**src/rtl/sregn_pipe.sv**
```systemverilog
// sregn_pipe: depth-stage enabled delay line with per-stage valid bits,
// synchronous flush and an occupancy counter. Data registers may be left
// without reset so wide pipelines stay reset-free in the datapath.

// One pipeline stage: a data register plus its valid bit.
module sregn_pipe_stage #(
  parameter int width      = 32,
  parameter bit reset_data = 1'b0
) (
  input  logic             clk,
  input  logic             reset,
  input  logic             adv,
  input  logic             clr,
  input  logic [width-1:0] d_in,
  input  logic             v_in,
  output logic [width-1:0] d_out,
  output logic             v_out
);

  // Valid bit: always reset, cleared by flush, shifted on advance.
  always_ff @(posedge clk or posedge reset) begin
    if (reset)    v_out <= 1'b0;
    else if (clr) v_out <= 1'b0;
    else if (adv) v_out <= v_in;
  end

  // Data moves on every advance whether or not the item is valid; a flush
  // leaves it alone because only the valid bits carry meaning.
  generate
    if (reset_data) begin : g_drst
      // Data register with async clear.
      always_ff @(posedge clk or posedge reset) begin
        if (reset)    d_out <= '0;
        else if (adv) d_out <= d_in;
      end
    end else begin : g_dnrst
      // Data register without reset.
      always_ff @(posedge clk) begin
        if (adv) d_out <= d_in;
      end
    end
  endgenerate

endmodule

module sregn_pipe #(
  parameter  int width      = 32,
  parameter  int depth      = 4,
  parameter  bit reset_data = 1'b0,
  localparam int count_w    = $clog2(depth + 1)
) (
  input  logic               clk,
  input  logic               reset,
  input  logic               enable,
  input  logic               flush,
  input  logic [width-1:0]   i0,
  input  logic               i0_valid,
  output logic [width-1:0]   o0,
  output logic               o0_valid,
  output logic [count_w-1:0] count,
  output logic               empty
);

  typedef logic [count_w:0] sum_t;

  // Index 0 is the input; index k is the output of stage k-1.
  logic [depth:0][width-1:0] dat_pipe;
  logic [depth:0]            vld_pipe;
  logic [count_w-1:0]        cnt;
  sum_t                      cnt_sum;
  logic                      adv;

  // Flush wins over enable, so an advance only happens without flush.
  assign adv         = enable & ~flush;
  assign dat_pipe[0] = i0;
  assign vld_pipe[0] = i0_valid;

  generate
    for (genvar k = 0; k < depth; k++) begin : g_stage
      sregn_pipe_stage #(
        .width      (width),
        .reset_data (reset_data)
      ) u_stage (
        .clk   (clk),
        .reset (reset),
        .adv   (adv),
        .clr   (flush),
        .d_in  (dat_pipe[k]),
        .v_in  (vld_pipe[k]),
        .d_out (dat_pipe[k+1]),
        .v_out (vld_pipe[k+1])
      );
    end
  endgenerate

  // One extra bit of headroom so the add-then-subtract never wraps; the
  // result is always within 0..depth so the top bit is dropped.
  always_comb begin
    cnt_sum = sum_t'(cnt) + sum_t'(i0_valid) - sum_t'(vld_pipe[depth]);
  end

  // Occupancy counter tracks the number of valid stages.
  always_ff @(posedge clk or posedge reset) begin
    if (reset)      cnt <= '0;
    else if (flush) cnt <= '0;
    else if (adv)   cnt <= cnt_sum[count_w-1:0];
  end

  assign o0       = dat_pipe[depth];
  assign o0_valid = vld_pipe[depth];
  assign count    = cnt;
  assign empty    = (cnt == '0);

endmodule
```
**config.mk**
```make
export PLATFORM = sky130hd
export DESIGN_NAME = sregn_pipe
export DESIGN_NICKNAME = d
export VERILOG_FILES = /design/src/rtl/sregn_pipe.sv
export SDC_FILE = /design/constraint.sdc
export NUM_CORES = 1
export LEC_CHECK = 0
export CAP_MARGIN = 20
export CORE_MARGIN = 10
export CORE_UTILIZATION = 35
export CTS_BUF_LIST = sky130_fd_sc_hd__clkbuf_4
export DETAILED_ROUTE_END_ITERATION = 7
export PLACE_DENSITY = 0.66
export SYNTH_ARGS = -nofsm -noshare
export SYNTH_HDL_FRONTEND = slang
export SYNTH_SLANG_ARGS = --single-unit
```
**constraint.sdc**
```tcl
create_clock -name clk -period 2.08 [get_ports clk]
set_input_delay 0.312 -clock clk [delete_from_list [all_inputs] [get_ports clk]]
set_output_delay 0.312 -clock clk [all_outputs]
set_load 0.03 [all_outputs]
```
==> results of run 1 <==
[cell usage after synthesis]
library cell  instances  area (um2)
mux2i_1               5        50.1
nor2_1                7        26.3
ha_1                  2        25.0
fa_1                  1        20.0
a21oi_1               1        5.00
inv_1                 4        15.0
buf_2                 1        5.00
edfxtp_1            128        3840
xor2_1                1        8.76
nand2b_1              1        6.26
nor2b_1               1        6.26
a31o_1                1        8.76
dfrtp_1               7         175
a211oi_1              1        7.51
nor3_1                1        5.00
buf_4                33         248
[power by group through the flow]
stage                     Sequential, mW  Clock (mW)  Combinational, mW
after CTS                           3.13        1.78              0.291
after floorplan                     3.19           0              0.141
final                               3.12        1.70              0.284
after global routing                3.14        1.91              0.304
after detailed placement            3.19           0              0.292
after global placement              3.18           0              0.285
[final timing paths]
check,end,slack (ns),cells past startpoint
max in group asynchronous,count[2],1.27,3
min reg2reg,g_stage[3].u_stage.d_out[16],0.42,0
max,count[2],0.16,1
max reg2reg,count[2],0.22,9
min in group asynchronous,count[1],0.59,3
min,g_stage[0].u_stage.d_out[11],0.36,1
[area by class of cell]
class,count,share of cell area (%)
antenna,1,0.0449
clock buffer,17,2.29
clock inverter,14,2.85
inverter,4,0.269
multi-input combinational,22,3.16
sequential,135,72.1
tap,172,3.86
timing repair buffer,83,15.4
[flip-flops by register name (all words and copies together) (netlist names)]
name                   flops
count                      3
g_stage.u_stage.d_out    128
g_stage.u_stage.v_out      4
[logic make-up after synthesis]
| family | count (synthesis) | synth area share, % |
|---|---|---|
| compound gates | 3 | 0.477 |
| mux | 5 | 1.12 |
| simple gates | 10 | 0.983 |
| buf+inv | 38 | 6.01 |
| flops | 135 | 90.2 |
| xor+xnor | 1 | 0.197 |
| fa+ha+maj | 3 | 1.01 |
[stage by stage]
stage | power [mW] | hold slack, ns | setup slack, ns | instance area [um2] | TNS (ns)
5_1_grt | 5.35 | 0.282 | 0.0400 | 5570 | 0
4_1_cts | 5.19 | 0.296 | 0.0113 | 5570 | 0
3_3_place_gp | 3.47 | 0.400 | 0.181 | 5270 | 0
2_1_floorplan | 3.33 | 0.115 | -0.701 | 4480 | -89.79
6_report | 5.11 | 0.363 | 0.162 | 5570 | 0
3_5_place_dp | 3.48 | 0.405 | 0.152 | 5270 | 0
[routing by layer]
layer  wire [um]  vias to the layer above  GRT usage [%]
li1            -                      846              -
met1        2470                      838           7.38
met2        3280                       49           11.9
met3         300                        7           3.60
met4         129                        0           4.95
met5           0                        -              0
[what timing repair did]
action | in CTS | in global routing
hold endpoints to repair | 7 | 0
resized for setup | 1 | 1
hold buffers | 1 | 0
setup endpoints to repair | 1 | 1
==> results.txt, run 1 <==
* Final-report max-slew violation count: 0
* Clock tree from TritonCTS: done
- Startpoint of the worst hold path: i0[11]
- Antenna violations before repair: 1
* Number of buffers inserted to repair setup after CTS: 0
- Counting I/O delays and the setup requirement, the final critical path takes 1.92 ns.
- Setup repair after global routing left no endpoint under its margin.
- Number of buffer and inverter instances along the worst setup path: 1
- Largest delay contributor family on the critical path: buffers and inverters
- Before antenna repair, the detailed router went through 4 iterations.
* Routed via count: 1740
- Reg2reg start: count[0]
- The analysis attributes to cell leakage a power of 1.92 nW.
* Remaining global-route overflow: 0
* Crit path DAT: approximately 1.6 ns
- For this run, design rule violations remaining after detail routing come to 0.
- Count of state elements after synthesis: approximately 140
- Reg clk slew, reported paths: roughly 0.11 ns
* Count of nets after finishing: about 300
* Post-Route WL: 6190 um
* Kind of critical path: reg -> out
* Total half-perimeter wirelength after legalization and detailed placement: 4160 um
- Number of instances in the synthesized netlist: roughly 200
* Power share of the clock group: roughly 33%
- The first global-routing pass estimated 9660 um of wire.
- The core region is 12600 um2.
* Number of global-route vias before repair: 1919
- Number of unique standard cell types used by synthesis: 16
* Net switching share of the total power: around 21%
- Startpoint type of the worst setup path: flop
* Placed cell count: 415
* Port Buffer Count: 73
- Chip height: approximately 130 um
- Initial drt markers: 76
- Final setup viols: 0
- Width of the chip: 133 um
- The final critical path takes up just over 90% of the cycle.
- Leaving out fill and tap cells, the most frequent cell in the layout is edfxtp_1.
- # fillers: 1094
* H-tree levels: 4
* Cell Int Power: a little over 4 mW
- At the pin with the least slew margin, the transition time is 0.398 ns.
- Summing the sequential cell areas from Yosys gives 90.2% of the chip area.
- Entering global routing, the biggest net connects 33 pins.
- Power spread over the standard cell area amounts to a little over 900 nW/um2.
- Number of standard cells in the final layout excluding fillers: 448
* Starting density of the core: 35.5%
* Run status: finished clean
* Power share of the combinational group: 5.6%
- Area overhead of the layout relative to synthesis: 25.1%
- Synth Warn #: 0
- The later pin in the worst-skew pair is clocked with a latency of 0.50 ns.
- On the critical path, the stage with the largest delay is an instance of clkdlybuf4s50_1.
* Finished Core Util: 44.4%
- After detailed routing, the average wire length per cell comes to 13.8 um.
- Share of layout cells above drive strength 1: 14.2%
- Across the VDD grid, the largest voltage drop is between 0.0003 and 0.0004 V.
* Routability congestion estimate: 0.656
- Sequential cells burn between 60 and 70% of the power.
- The number of endpoints with negative hold slack in the final report came to 0.
- Maximum clock frequency: between 500 and 600 MHz
* Maximum capacitance violations: 0
- Most frequent cells in the layout: 128 x edfxtp_1, 71 x clkdlybuf4s50_1, 17 x clkbuf_4
* Footprint of the flip-flops and latches: 4020 um2
- Maximum net fanout on the critical path: 4
- Maximum buffer depth of the clock tree: 2
- Switch Pwr: approximately 1.1 mW
- Final Skew: 0.00936 ns
- Startpoint of the worst setup timing path: count[2]
- Die ar.: 17600 um2
* Syn_nets: 235
* Footprint of the multi-input gates: between 150 and 200 um2
- Number of sinks driven by the clock tree: 135
- During I/O placement, the number of pins put on the boundary was between 70 and 80.
- In this run the remaining antenna-violating nets after routing total 0.
- The worst setup path is captured at a primary output.
- Class of the most critical hold timing path: in -> reg
* Delay contributed by the slowest stage of the critical path: 0.70 ns
* Mean cell area of the mapped netlist: ~23 um2
* Number of placement rows: slightly above 40
- Buffers inserted during clock tree synthesis total 17.
- Ratio of routed vias to standard cells: 3.88
* Tightest slew margin relative to the limit: 73.5%
* Endpoint required time on the critical path: roughly 1.8 ns
* Post-synthesis instance area: 4460 um2
- In this run the clock root is driven by a clkbuf_4.
- All-layer global routing usage: roughly 7.4%
- The critical path goes through clkdlybuf4s50_1.
(Power assumes the default switching activity.)
==> inputs of run 2 (changes only) <==
--- a/config.mk
+++ b/config.mk
@@ -6,11 +6,13 @@
 export NUM_CORES = 1
 export LEC_CHECK = 0
 export CAP_MARGIN = 20
-export CORE_MARGIN = 10
+export CORE_MARGIN = 1.5
 export CORE_UTILIZATION = 35
 export CTS_BUF_LIST = sky130_fd_sc_hd__clkbuf_4
 export DETAILED_ROUTE_END_ITERATION = 7
+export GPL_ROUTABILITY_DRIVEN = 0
 export PLACE_DENSITY = 0.66
+export REMOVE_ABC_BUFFERS = 1
 export SYNTH_ARGS = -nofsm -noshare
 export SYNTH_HDL_FRONTEND = slang
 export SYNTH_SLANG_ARGS = --single-unit
==> results.txt, run 2 (synthesis gave the netlist of run 1 again) <==
* Antenna violations before repair: 0
- Total half-perimeter wirelength after legalization and detailed placement: 3590 um
- The tree built by TritonCTS fans out to 135 sinks.
- In this run the worst path has a maximum fanout of 4.
* Worst supply voltage drop on vdd: between 0.0002 and 0.0003 V
- After detailed routing, the total wire length is between 5000 and 6000 um.
- Timing analysis after detailed placement gives a worst setup slack of 0.147 ns.
* Final critical-path setup slack: 0.183 ns
* Timing endpoint of the critical path: count[0]
- R2R depth: 9
* Remaining global-route overflow: 0
- The clock period could shrink to 1.90 ns.
* Power per cell area: around 840 nW/um2
* Slack of the worst reg-to-reg path: 0.20 ns
* Crit path DAT: 1.59 ns
- The floorplan has 41 rows.
- The number of global-route vias before repair came to 1683.
* All-layer global routing usage: just under 9%
- Leakage component of the power: about 1.9 nW
- The setup path with the least slack is of type reg -> out.
* Number of hold-slack violations in the final timing report: 0
- Run status: finished clean
- Of the cells placed in the final design, the portion with a size suffix greater than 1 is between 10% and 20%.
* Post-route design area: 5480 um2
* Startpoint of the worst setup timing path: count[0]
- Dividing the detail-routed wire length by the instance count gives 12.4 um.
- Entering global routing, the biggest net connects 28 pins.
* Maximum clock frequency: about 530 MHz
- Cts bufs inserted: 17
- The number of buffers and inverters on the critical path is 1.
- The worst path uses 91.2% of the clock period.
- Clock tree root driver cell: clkbuf_4
- After detailed routing, the number of vias per cell comes to 3.92.
- Setup violations remaining at the end of the flow were counted as 0.
- Final Skew: 0.00914 ns
- Broken down by cell family, the worst path's largest delay share belongs to buffers and inverters.
- During I/O placement, the number of pins put on the boundary was between 70 and 80.
* RSZ-0062 raised after global routing: false
* Number of iterations in the first detailed-routing pass: 4
- Walking the worst path, the cells encountered are clkdlybuf4s50_1.
- The net count of the finished layout is 303.
- TritonCTS built the clock tree.
* Register name with the most flops: g_stage.u_stage.d_out
* Delay contributed by the slowest stage of the critical path: about 0.69 ns
- Clock-pin slew was measured on the worst setup and hold paths at 0.10 ns.
- Most frequent cells in the layout: 128 x edfxtp_1, 71 x clkdlybuf4s50_1, 18 x clkbuf_4
* Flip-flop count of the largest register after layout: 128
- Maximum capacitance violations: 0
* Number of buffers inserted to repair setup after CTS: 0
* Crit path max-delay cell type: clkdlybuf4s50_1
- Port buffering added 73 buffers.
- Final-report max-slew violation count: 0
- Critical path capture point type: primary output
- Worst R2R End: count[2]
- The floorplan step defined a die boundary enclosing ~13000 um2.
- The total area inside the core boundary comes to 12500 um2.
- Number of DRC violations after detailed routing: 0
* Routed via count: 1742
- From bottom edge to top edge, the die measures between 100 and 150 um.
- In this run the cell area measured after placement is 5290 um2.
* Area overhead of the layout relative to synthesis: 22.9%
* DRT antenna net count: 0
* Clock latency reported for the late side of the worst-skew pair: roughly 0.48 ns
- H-tree levels: 4
* Leading cell type in the layout, fill and taps excluded: edfxtp_1
* Width of the chip: 116 um
- In this run the worst hold path is classified as in -> reg.
- The first global-routing pass estimated 8290 um of wire.
- STA classifies the critical path startpoint as a flop.
* Maximum buffer depth of the clock tree: 2
- 0 antenna diodes ended up in the layout.
- The layout has around 1100 filler cells.
- Tightest slew margin relative to the limit: 75.1%
* Starting density of the core: between 30 and 40%
- At the worst endpoint, the required time is 1.77 ns.
- Stages on worst setup path: 1
* Worst slew pin tran: approximately 0.37 ns
- Reg2reg start: count[0]
- The first routing iteration left 84 violations.
run 2: stage by stage:
step           util (%)  setup TNS [ns]  cells  power, mW  hold slack, ns
2_1_floorplan         -         -582.01    161       3.32           0.115
3_3_place_gp       42.2               0    415       3.47           0.401
3_5_place_dp       42.2               0    415       3.48           0.405
4_1_cts            43.7               0    444       4.69           0.310
5_1_grt            43.7               0    444       4.84           0.300
6_report           43.7               0    444       4.61           0.381
run 2: worst min path at each step:
stage | cells past startpoint | to | from
floorplan | 1 | count[0] | reset
global placement | 0 | g_stage[2].u_stage.d_out[5] | g_stage[1].u_stage.d_out[5]
detailed placement | 0 | g_stage[2].u_stage.d_out[25] | g_stage[1].u_stage.d_out[25]
CTS | 1 | g_stage[0].u_stage.d_out[27] | i0[27]
global route | 1 | g_stage[0].u_stage.d_out[25] | i0[25]
finish | 1 | g_stage[0].u_stage.d_out[27] | i0[27]
run 2: area by class of cell:
| type | instances | area (um2) | area share, % |
|---|---|---|---|
| clock buffers | 18 | 135 | 2.47 |
| inverters | 4 | 15.0 | 0.274 |
| flip-flops and latches | 135 | 4020 | 73.4 |
| well taps | 172 | 215 | 3.93 |
| repair buffers | 83 | 872 | 15.9 |
| clock inverters | 10 | 42.5 | 0.777 |
| multi-input cells | 22 | 176 | 3.22 |
run 2: power by group:
part	total, mW	switching (mW)	internal, mW
Clock	1.20	0.776	0.425
Sequential	3.12	0.0305	3.09
Combinational	0.286	0.146	0.140
Total	4.61	0.952	3.66
run 2: per-layer routing:
metal	up-vias	track usage, %	share of wire (%)
met1	839	9.75	40
met5	-	0	0
li1	846	-	-
met3	9	4.65	5.1
met2	48	13.6	52
met4	0	5.37	2.2
run 2: what timing repair did:
action	in CTS	in global routing
gates cloned	0	0
setup endpoints to repair	1	1
endpoints found under the hold margin	6	0
hold buffers	1	0
gates resized for setup	1	1
